===== src/rtl/chord_sequencer_if.sv =====
// Song-ROM read port plus the note-load command bundle between the
// sequencer (master) and the ROM / note distributor side (slave).
interface chord_sequencer_if #(
    parameter int unsigned SONG_BITS  = 2,
    parameter int unsigned ENTRY_BITS = 5
) ();
    logic [SONG_BITS+ENTRY_BITS-1:0] rom_addr;
    logic [15:0]                     rom_data;
    logic                            load_new_note;
    logic [5:0]                      note_to_load;
    logic [5:0]                      duration_to_load;

    modport master (
        output rom_addr,
        input  rom_data,
        output load_new_note,
        output note_to_load,
        output duration_to_load
    );

    modport slave (
        input  rom_addr,
        output rom_data,
        input  load_new_note,
        input  note_to_load,
        input  duration_to_load
    );
endinterface


===== src/rtl/chord_sequencer.sv =====
// Walks one song in the ROM, pulsing note loads back-to-back (chords) and
// holding off on wait entries for a number of beats.
module chord_sequencer #(
    parameter int unsigned SONG_BITS  = 2,
    parameter int unsigned ENTRY_BITS = 5,
    parameter int unsigned LOAD_GAP   = 2
) (
    input  logic                 clk,
    input  logic                 reset,
    input  logic                 play,
    input  logic                 beat,
    input  logic [SONG_BITS-1:0] song,
    output logic                 song_done,
    chord_sequencer_if.master    bus
);
    localparam int unsigned GcntBits = $clog2(LOAD_GAP + 1);

    typedef enum logic [2:0] {
        StFetch, StDecode, StLoad, StGap, StWait, StNext, StDone
    } state_e;

    state_e                state_q, state_d;
    logic [ENTRY_BITS-1:0] idx_q, idx_d;
    logic [SONG_BITS-1:0]  song_q, song_d;
    logic [5:0]            cnt_q, cnt_d;
    logic [GcntBits-1:0]   gcnt_q, gcnt_d;
    logic [5:0]            note_q, note_d;
    logic [5:0]            dur_q, dur_d;

    // State and datapath registers with synchronous reset.
    always_ff @(posedge clk) begin
        if (reset) begin
            state_q <= StFetch;
            idx_q   <= '0;
            song_q  <= song;
            cnt_q   <= '0;
            gcnt_q  <= '0;
            note_q  <= '0;
            dur_q   <= '0;
        end else begin
            state_q <= state_d;
            idx_q   <= idx_d;
            song_q  <= song_d;
            cnt_q   <= cnt_d;
            gcnt_q  <= gcnt_d;
            note_q  <= note_d;
            dur_q   <= dur_d;
        end
    end

    // Next-state logic: song change restarts, otherwise walk the ROM entries.
    always_comb begin
        state_d = state_q;
        idx_d   = idx_q;
        song_d  = song_q;
        cnt_d   = cnt_q;
        gcnt_d  = gcnt_q;
        note_d  = note_q;
        dur_d   = dur_q;

        // LOAD is exempt so its pulse always completes; the restart follows in GAP.
        if (song != song_q && state_q != StLoad) begin
            song_d  = song;
            idx_d   = '0;
            cnt_d   = '0;
            gcnt_d  = '0;
            state_d = StFetch;
        end else begin
            unique case (state_q)
                StFetch: begin
                    if (play) state_d = StDecode;
                end
                StDecode: begin
                    if (play) begin
                        if (bus.rom_data == 16'h0000) begin
                            state_d = StDone;
                        end else if (!bus.rom_data[15]) begin
                            note_d  = bus.rom_data[14:9];
                            dur_d   = bus.rom_data[5:0];
                            state_d = StLoad;
                        end else if (bus.rom_data[5:0] != 6'd0) begin
                            cnt_d   = bus.rom_data[5:0];
                            state_d = StWait;
                        end else begin
                            state_d = StNext;
                        end
                    end
                end
                StLoad: begin
                    // The LOAD cycle itself is the first of the LOAD_GAP idle ticks,
                    // so GAP lasts LOAD_GAP-1 cycles and NEXT is the last idle cycle.
                    gcnt_d  = GcntBits'(LOAD_GAP - 1);
                    state_d = (LOAD_GAP > 1) ? StGap : StNext;
                end
                StGap: begin
                    // Keeps counting while paused; the pause takes hold in NEXT.
                    gcnt_d = gcnt_q - 1'b1;
                    if (gcnt_q <= GcntBits'(1)) state_d = StNext;
                end
                StWait: begin
                    if (play && beat) begin
                        if (cnt_q == 6'd1) begin
                            cnt_d   = '0;
                            state_d = StNext;
                        end else begin
                            cnt_d = cnt_q - 1'b1;
                        end
                    end
                end
                StNext: begin
                    if (play) begin
                        if (idx_q == '1) begin
                            state_d = StDone;
                        end else begin
                            idx_d   = idx_q + 1'b1;
                            state_d = StFetch;
                        end
                    end
                end
                StDone: begin
                    state_d = StDone;
                end
                default: state_d = StFetch;
            endcase
        end
    end

    // Moore outputs straight from registers.
    always_comb begin
        bus.rom_addr         = {song_q, idx_q};
        bus.load_new_note    = (state_q == StLoad);
        bus.note_to_load     = note_q;
        bus.duration_to_load = dur_q;
        song_done            = (state_q == StDone);
    end
endmodule


===== src/flat_wrapper.sv =====
// flat-port wrapper written by rule: the top's interface ports become plain ports
module chord_sequencer_flat 
#(
    parameter int unsigned SONG_BITS  = 2,
    parameter int unsigned ENTRY_BITS = 5,
    parameter int unsigned LOAD_GAP   = 2
)
  (clk, reset, play, beat, song, song_done, bus_rom_addr, bus_rom_data, bus_load_new_note, bus_note_to_load, bus_duration_to_load);
  chord_sequencer_if #(.SONG_BITS(SONG_BITS), .ENTRY_BITS(ENTRY_BITS)) bus_i ();
  input  logic clk;
  input  logic reset;
  input  logic play;
  input  logic beat;
  input  logic [SONG_BITS-1:0] song;
  output logic song_done;
  output wire logic [$bits(bus_i.rom_addr)-1:0] bus_rom_addr;
  input wire logic [$bits(bus_i.rom_data)-1:0] bus_rom_data;
  output wire logic [$bits(bus_i.load_new_note)-1:0] bus_load_new_note;
  output wire logic [$bits(bus_i.note_to_load)-1:0] bus_note_to_load;
  output wire logic [$bits(bus_i.duration_to_load)-1:0] bus_duration_to_load;
  assign bus_rom_addr = bus_i.rom_addr;
  assign bus_i.rom_data = bus_rom_data;
  assign bus_load_new_note = bus_i.load_new_note;
  assign bus_note_to_load = bus_i.note_to_load;
  assign bus_duration_to_load = bus_i.duration_to_load;
  chord_sequencer #(.SONG_BITS(SONG_BITS), .ENTRY_BITS(ENTRY_BITS), .LOAD_GAP(LOAD_GAP)) u_core (.clk(clk), .reset(reset), .play(play), .beat(beat), .song(song), .song_done(song_done), .bus(bus_i));
endmodule

===== config.mk =====
export PLATFORM = sky130hd
export DESIGN_NAME = chord_sequencer_flat
export DESIGN_NICKNAME = d
export VERILOG_FILES = /design/src/rtl/chord_sequencer_if.sv /design/src/rtl/chord_sequencer.sv /design/src/flat_wrapper.sv
export SDC_FILE = /design/constraint.sdc
export NUM_CORES = 1
export LEC_CHECK = 0
export CAP_MARGIN = 10
export CORE_ASPECT_RATIO = 0.5
export CORE_UTILIZATION = 26
export DETAILED_ROUTE_END_ITERATION = 10
export GPL_TIMING_DRIVEN = 1
export PLACE_DENSITY = 0.55
export SETUP_SLACK_MARGIN = 0.1
export SYNTH_ARGS = -nofsm -noshare
export SYNTH_HDL_FRONTEND = slang
export SYNTH_SLANG_ARGS = --single-unit

===== constraint.sdc =====
create_clock -name clk -period 1.9 [get_ports clk]
set_input_delay 0.19 -clock clk [delete_from_list [all_inputs] [get_ports clk]]
set_output_delay 0.19 -clock clk [all_outputs]
set_load 0.02 [all_outputs]

==> results.md, run 1 <==
- Post-CTS setup buffers: 0
- Clock power frac: 0.483
- Largest net degree at the start of global routing: 13
- Area Overhead vs Synth: 50.2%
- CP Class: reg2reg
- Cell Pwr Density: 631 mW/mm^2
- Total track usage: 0.159
- CP peak stage delay: 0.35 ns
- Filler cells: 631
- Final hold vios: 0
- Drt total wl: 5030 um
- Arrival time at the worst endpoint: 1.88 ns
- CTS Buffer Depth: 2
- Residual DRC count: 0
- Critical-path maximum fanout: 5
- DIE AREA: 0.00688 sq mm
- Synthesized flop and latch total: 30
- Mapped Area: 0.00170 sq mm
- Setup Viol. Count Final: 0
- Syn avg cell area: 8.33 sq um
- Crit. End Element: register
- Overflow after GRT: 0
- Drt pass-1 iters: 4
- P_sw: 0.355 mW
- Cell internal pwr: 1.26 mW
- Async SR Flop Fraction: 0
- I/O Pins: 43
- Antenna violations before repair: 0
- Unrepaired setup endpoints after global routing: true
- Worst Path Required: 2.06 ns
- Max Slew Vio Count: 0
- Routability Congestion: 0.854
- WL/cell: 14.0 um
- Crit path buffers/inverters: 0
- Clock sink count: 30
- Sequential-to-total area share from yosys stat: 0.365
- Layout cell share with drive strength beyond 1: 0.162
- Sequential share of power: 0.404
- Crit-path leading delay family: simple AND/OR/NAND/NOR gates
- Status: completed
- Number of global-route vias before repair: 1677
- PortBufs: 42
- Post-DRT Antenna Nets: 0
- Fin nets: 297
- Initial DRC Count: 99
- Worst-Margin Slew: 0.492 ns
- Slew HR: 0.667
- Vias per inst: 4.92
- Number of flops mapped to enable cells by yosys: 2
- Period utilisation layout: 0.902
- P_leak: 0.923 nW
- Die X: 116 um
- First-pass GRT wire length: 8310 um
- Final core occ: 0.413
- Post-DP HPWL: 3950 um
- Dpl cell area: 0.00239 sq mm
- Antenna cells: 0
- CTS tree: yes
- CP max stage cell: dfxtp_1
- Fmax: 584 MHz
- Clock skew: 0.00348 ns
- YS warnings: 0
- Combinational power share: 0.113
- Initial Utilization: 0.275
- Max-Cap Viols: 0
- Cts hold-fix bufs: 0
- Most frequent CP cell: ha_1
- CP cell instances: ha_1 > and3_1 > ha_1 > nand2b_1 > nor2_2 > mux2i_1 > nor2_1
- CORE AREA: 0.00618 sq mm
- Clk pin slew, worst setup/hold paths: 0.05 ns
- Worst min path class: in2reg
- Design Power: 1.61 mW
- Library cells used by synthesis: 49
- Total number of vias: 1766
- Worst skew pair latency: 0.27 ns
- Root Buffer: clkbuf_16
- Syn nets: 231
- Crit path launch type: register
- Row cnt: 20
- Num CTS Buffers: 5
- IR drop worst, VDD: 0.000328 V
- Cell area after layout: 0.00255 sq mm
- Die Ht: 59.2 um
- CTS H-Tree Depth: 2
- Synthesized instance count: 204
- Dominant synthesized flop cell: dfxtp_1
- Switch share: 0.220
- Final Critical Period: 1.71 ns
==> sequential cells by signal, indices dropped and copies added (netlist names) <==
name	flops
u_core.bus.duration_to_load	6
u_core.bus.note_to_load	6
u_core.cnt_q	6
u_core.gcnt_q	2
u_core.idx_q	5
u_core.song_q	2
u_core.state_q	3
==> what timing repair did <==
item / 4_1_cts / 5_1_grt
pin swaps: 0 / 4
endpoints found under the setup margin: 2 / 6
resized for setup: 4 / 6
endpoints found under the hold margin: 0 / 0
==> power by group through the flow <==
stage | logic [mW] | registers, mW | clock network [mW]
finish | 0.182 | 0.651 | 0.777
global route | 0.197 | 0.651 | 0.835
CTS | 0.182 | 0.651 | 0.797
detailed placement | 0.181 | 0.664 | 0
global placement | 0.181 | 0.663 | 0
floorplan | 0.0622 | 0.668 | 0
==> kinds of logic (layout without fill, tap and decap cells) <==
group	Yosys count	in the layout	share of synthesized area
buffers and inverters	19	86	0.0442
XOR/XNOR	6	6	0.0309
multiplexers	2	2	0.0118
flip-flops	30	30	0.365
adder cells (fa/ha/maj)	5	5	0.0368
AO/OA/AOI/OAI	65	65	0.252
AND/OR/NAND/NOR	77	77	0.259
==> worst paths after layout <==
kind / startpoint / end / slack, ns / depth (start not counted)
worst min-delay path: bus_rom_data[0] / u_core.bus.duration_to_load[0] / 0.38 / 4
worst min register to register: u_core.gcnt_q[1] / u_core.gcnt_q[1] / 0.47 / 2
worst max register to register: u_core.idx_q[0] / u_core.idx_q[4] / 0.19 / 7
worst max-delay path: u_core.idx_q[0] / u_core.idx_q[4] / 0.19 / 7
==> area by class of cell <==
class,instances,area [sq um],share of cell area
well taps,88,110,0.0431
multi-input cells,155,1010,0.397
clock inverters,1,5.00,0.00196
repair buffers,68,621,0.243
inverters,10,37.5,0.0147
clock buffers,7,143,0.0559
flip-flops and latches,30,623,0.244
==> per-layer routing <==
layer / up-vias / GRT usage / wire length, um
met1: 841 / 0.230 / 2590
met2: 25 / 0.247 / 2250
met4: 0 / 0.0238 / 0
met3: 0 / 0.0337 / 183
li1: 900 / - / -
met5: - / 0 / 0
==> synth_stat cells, types with 2 or more instances <==
library cell | n | area, sq um
and3_1 | 2 | 12.5
xor2_1 | 3 | 26.3
clkbuf_1 | 6 | 22.5
ha_1 | 5 | 62.6
nor2b_1 | 4 | 25.0
o21ai_1 | 13 | 65.1
nor3_1 | 9 | 45.0
nand3_1 | 16 | 80.1
inv_1 | 10 | 37.5
nand2_1 | 7 | 26.3
and4_1 | 2 | 17.5
mux2i_1 | 2 | 20.0
nand2b_1 | 4 | 25.0
or4_1 | 2 | 15.0
nand4_1 | 3 | 18.8
buf_2 | 3 | 15.0
xnor2_1 | 3 | 26.3
dfxtp_1 | 28 | 561
a22oi_1 | 2 | 15.0
o22ai_1 | 4 | 25.0
edfxtp_1 | 2 | 60.1
nor4_1 | 3 | 18.8
o211ai_1 | 3 | 22.5
nor2_1 | 13 | 48.8
a31oi_1 | 3 | 18.8
or4_4 | 2 | 22.5
a211oi_1 | 4 | 30.0
o21ai_0 | 5 | 25.0
a21oi_1 | 20 | 100
nor4b_1 | 2 | 17.5
==> cell usage in the layout (no fill, tap or decap), drive strengths merged, types with 2 or more instances in the layout <==
cell           instances
or4                    4
nand2b                 4
nor3                   9
xnor2                  3
xor2                   3
nor2                  13
mux2i                  2
clkdlybuf4s50         37
and3                   2
clkbuf                 7
dlygate4sd2            2
nand2                  7
a22oi                  2
and4                   2
edfxtp                 2
nand3                 16
o211ai                 4
buf                   26
nand4                  3
a21oi                 20
o21ai                 18
dfxtp                 28
o22ai                  4
nor4                   4
a211oi                 4
nor4b                  2
a31oi                  3
nor2b                  4
inv                   10
ha                     5
dlymetal6s2s           3
==> worst min-delay path, stage by stage <==
cell and delay (ns):
dlymetal6s2s_1 0.14, buf_4 0.14, nand3_1 0.06, a21oi_1 0.05
==> per-stage QoR <==
step           setup TNS, ns  setup WS [ns]  std cells  hold WS (ns)
2_1_floorplan              0          0.143        204         0.259
3_3_place_gp          -0.397         -0.106        351         0.435
3_5_place_dp          -0.674         -0.148        351         0.460
4_1_cts                    0          0.129        359         0.467
5_1_grt                    0         0.0869        359         0.407
6_report                   0          0.187        359         0.378
No activity file was read; power rests on OpenSTA's default activity.
==> inputs of run 2 (changes only) <==
--- a/config.mk
+++ b/config.mk
@@ -7,6 +7,7 @@
 export LEC_CHECK = 0
 export CAP_MARGIN = 10
 export CORE_ASPECT_RATIO = 0.5
+export CORE_MARGIN = 4
 export CORE_UTILIZATION = 26
 export DETAILED_ROUTE_END_ITERATION = 10
 export GPL_TIMING_DRIVEN = 1
==> run 2 against run 1 <==
Combinational power up 2%. Die area up 16%. Sequential cell count unchanged. Setup slack worse by 0.016 ns. Power down 0.74%. Via count up 1.5%. Global-route usage down 2.5 points. Clock power down 2%. Maximum frequency down 0.91%. Register-to-register slack better by 0.04 ns. Highest routed layer is now met4.
==> results.md, run 2 (synthesized netlist as in run 1, its figures left out) <==
- Status: completed
- Worst skew pair latency: 0.27 ns (about the same)
- Row cnt: 20 (unchanged)
- Overflow after GRT: 0 (unchanged)
- Area Overhead vs Synth: 51.0%
- Arrival time at the worst endpoint: 1.87 ns (about the same)
- Hold Slack: 0.406 ns (+0.0274 ns)
- CP Class: in2reg
- Pre-CTS setup slack: -0.156 ns (-0.00798 ns)
- Post-CTS setup buffers: 0 (unchanged)
- Dpl cell area: 0.00239 sq mm (+0.31%)
- Commonest non-fill, non-tap cell in the layout: clkdlybuf4s50_1
- Filler cells: 641 (+1.6%)
- CTS tree: yes
- Clk pin slew, worst setup/hold paths: 0.04 ns (about the same)
- Setup Viol. Count Final: 0 (unchanged)
- Number of global-route vias before repair: 1816 (+8.3%)
- Routability Congestion: 0.969 (+13%)
- Fin nets: 298 (+0.34%)
- Drt total wl: 5250 um (+4.3%)
- Root Buffer: clkbuf_16
- Initial DRC Count: 88 (-11%)
- Filler-free cell count of the finished design: 359 (unchanged)
- Total track usage: 0.133 (-0.0255)
- Clock sink count: 30 (unchanged)
- Cell Pwr Density: 623 mW/mm^2 (-1.3%)
- Worst min path class: in2reg
- Num CTS Buffers: 5 (unchanged)
- Layout cell share with drive strength beyond 1: 0.166 (+0.00369)
- CP peak stage delay: 0.55 ns (+0.20 ns)
- Unrepaired setup endpoints after global routing: false
- Post-DRT Antenna Nets: 0 (unchanged)
- Die Ht: 65.2 um (+10%)
- Residual DRC count: 0 (unchanged)
- IR drop worst, VDD: 0.000290 V (-12%)
- I/O Pins: 43 (unchanged)
- Vias per inst: 4.99 (+1.5%)
- Setup ws final: 0.171 ns (-0.0158 ns)
- WL/cell: 14.6 um (+4.3%)
- Final Critical Period: 1.73 ns (+0.0158 ns)
- Worst Path Required: 2.04 ns (-0.02 ns)
- Total number of vias: 1792 (+1.5%)
- Drt pass-1 iters: 4 (unchanged)
- Cts hold-fix bufs: 0 (unchanged)
- Antenna violations before repair: 0 (unchanged)
- Crit. End Element: register
- Largest net degree at the start of global routing: 13 (unchanged)
- Die X: 122 um (+5.2%)
- Period utilisation layout: 0.910 (+0.00831)
- Max Slew Vio Count: 0 (unchanged)
- CP max stage cell: or4_4
- Final hold vios: 0 (unchanged)
- Post-DP HPWL: 4020 um (+1.9%)
- PortBufs: 42 (unchanged)
- Commonest cells after routing, fill and taps aside: 39 x clkdlybuf4s50_1, 27 x buf_4, 25 x dfxtp_1
- Dpl cells: 352 (+0.28%)
- Slew HR: 0.628 (-0.0394)
- Critical-path maximum fanout: 4 (-1)
- DIE AREA: 0.00797 sq mm (+16%)
- Max-Cap Viols: 0 (unchanged)
- Cell area after layout: 0.00257 sq mm (+0.54%)
- CTS H-Tree Depth: 2 (unchanged)
- Crit path launch type: input port
- Setup TNS: 0 ns (unchanged)
- CORE AREA: 0.00621 sq mm (+0.40%)
- Clock skew: 0.00694 ns (+0.00346 ns)
- First-pass GRT wire length: 8650 um (+4.1%)
- CTS Buffer Depth: 2 (unchanged)
- Fmax: 578 MHz (-0.91%)
- P_leak: 0.924 nW (about the same)
- Worst-Margin Slew: 0.550 ns (+0.0582 ns)
- Antenna cells: 0 (unchanged)
- Initial Utilization: 0.274 (-0.00111)
- CP cell instances: clkdlybuf4s50_1 > or4_4 > o311a_4 > o211ai_4 > o22ai_1
## run 2: worst paths after layout
path	start	to	slack, ns	cells after the start
setup reg to reg	u_core.state_q[2]	u_core.cnt_q[0]	0.23	5
hold / removal	bus_rom_data[5]	u_core.cnt_q[5]	0.41	3
hold reg to reg	u_core.gcnt_q[1]	u_core.gcnt_q[1]	0.44	2
setup / recovery	bus_rom_data[0]	u_core.cnt_q[5]	0.17	5
## run 2: final cells by class
cell class	instances	area (sq um)	area share
Multi-Input combinational cell	155	1020	0.399
Timing Repair Buffer	69	627	0.244
Sequential cell	30	624	0.243
Clock buffer	7	143	0.0556
Tap cell	88	110	0.0429
Inverter	10	37.5	0.0146
## run 2: timing repair
item,CTS,global route
endpoints found under the hold margin,0,0
gates resized for setup,3,7
setup endpoints to repair,2,8
## run 2: critical path: cells and delay by family
family                 cells  cell delay (ns)
buffers and inverters      1             0.44
AOI/OAI and AO/OA          3             0.69
and+or+nand+nor            1             0.55
## run 2: per-stage QoR
step	power [mW]	utilization
floorplan	0.730	-
global placement	0.844	0.386
detailed placement	0.845	0.386
CTS	1.62	0.409
global route	1.66	0.414
finish	1.60	0.414
## run 2: per-layer routing
metal	global-route usage	routed length (um)	vias up
li1	-	-	904
met1	0.183	2610	852
met2	0.211	2400	30
met3	0.0301	163	6
met4	0.0391	68	0
met5	0	0	-
## run 2: power breakdown
part           internal [mW]  total, mW  switching, mW
sequential             0.645      0.652        0.00695
combinational         0.0955      0.186         0.0904
clock                  0.512      0.761          0.249
==> inputs of run 3 (changes only) <==
--- a/config.mk
+++ b/config.mk
@@ -13,6 +13,7 @@
 export GPL_TIMING_DRIVEN = 1
 export PLACE_DENSITY = 0.55
 export SETUP_SLACK_MARGIN = 0.1
+export SLEW_MARGIN = 15
 export SYNTH_ARGS = -nofsm -noshare
 export SYNTH_HDL_FRONTEND = slang
 export SYNTH_SLANG_ARGS = --single-unit
==> results of run 3 <==
No change in the layout: final DEF, timing and power equal those of run 2.
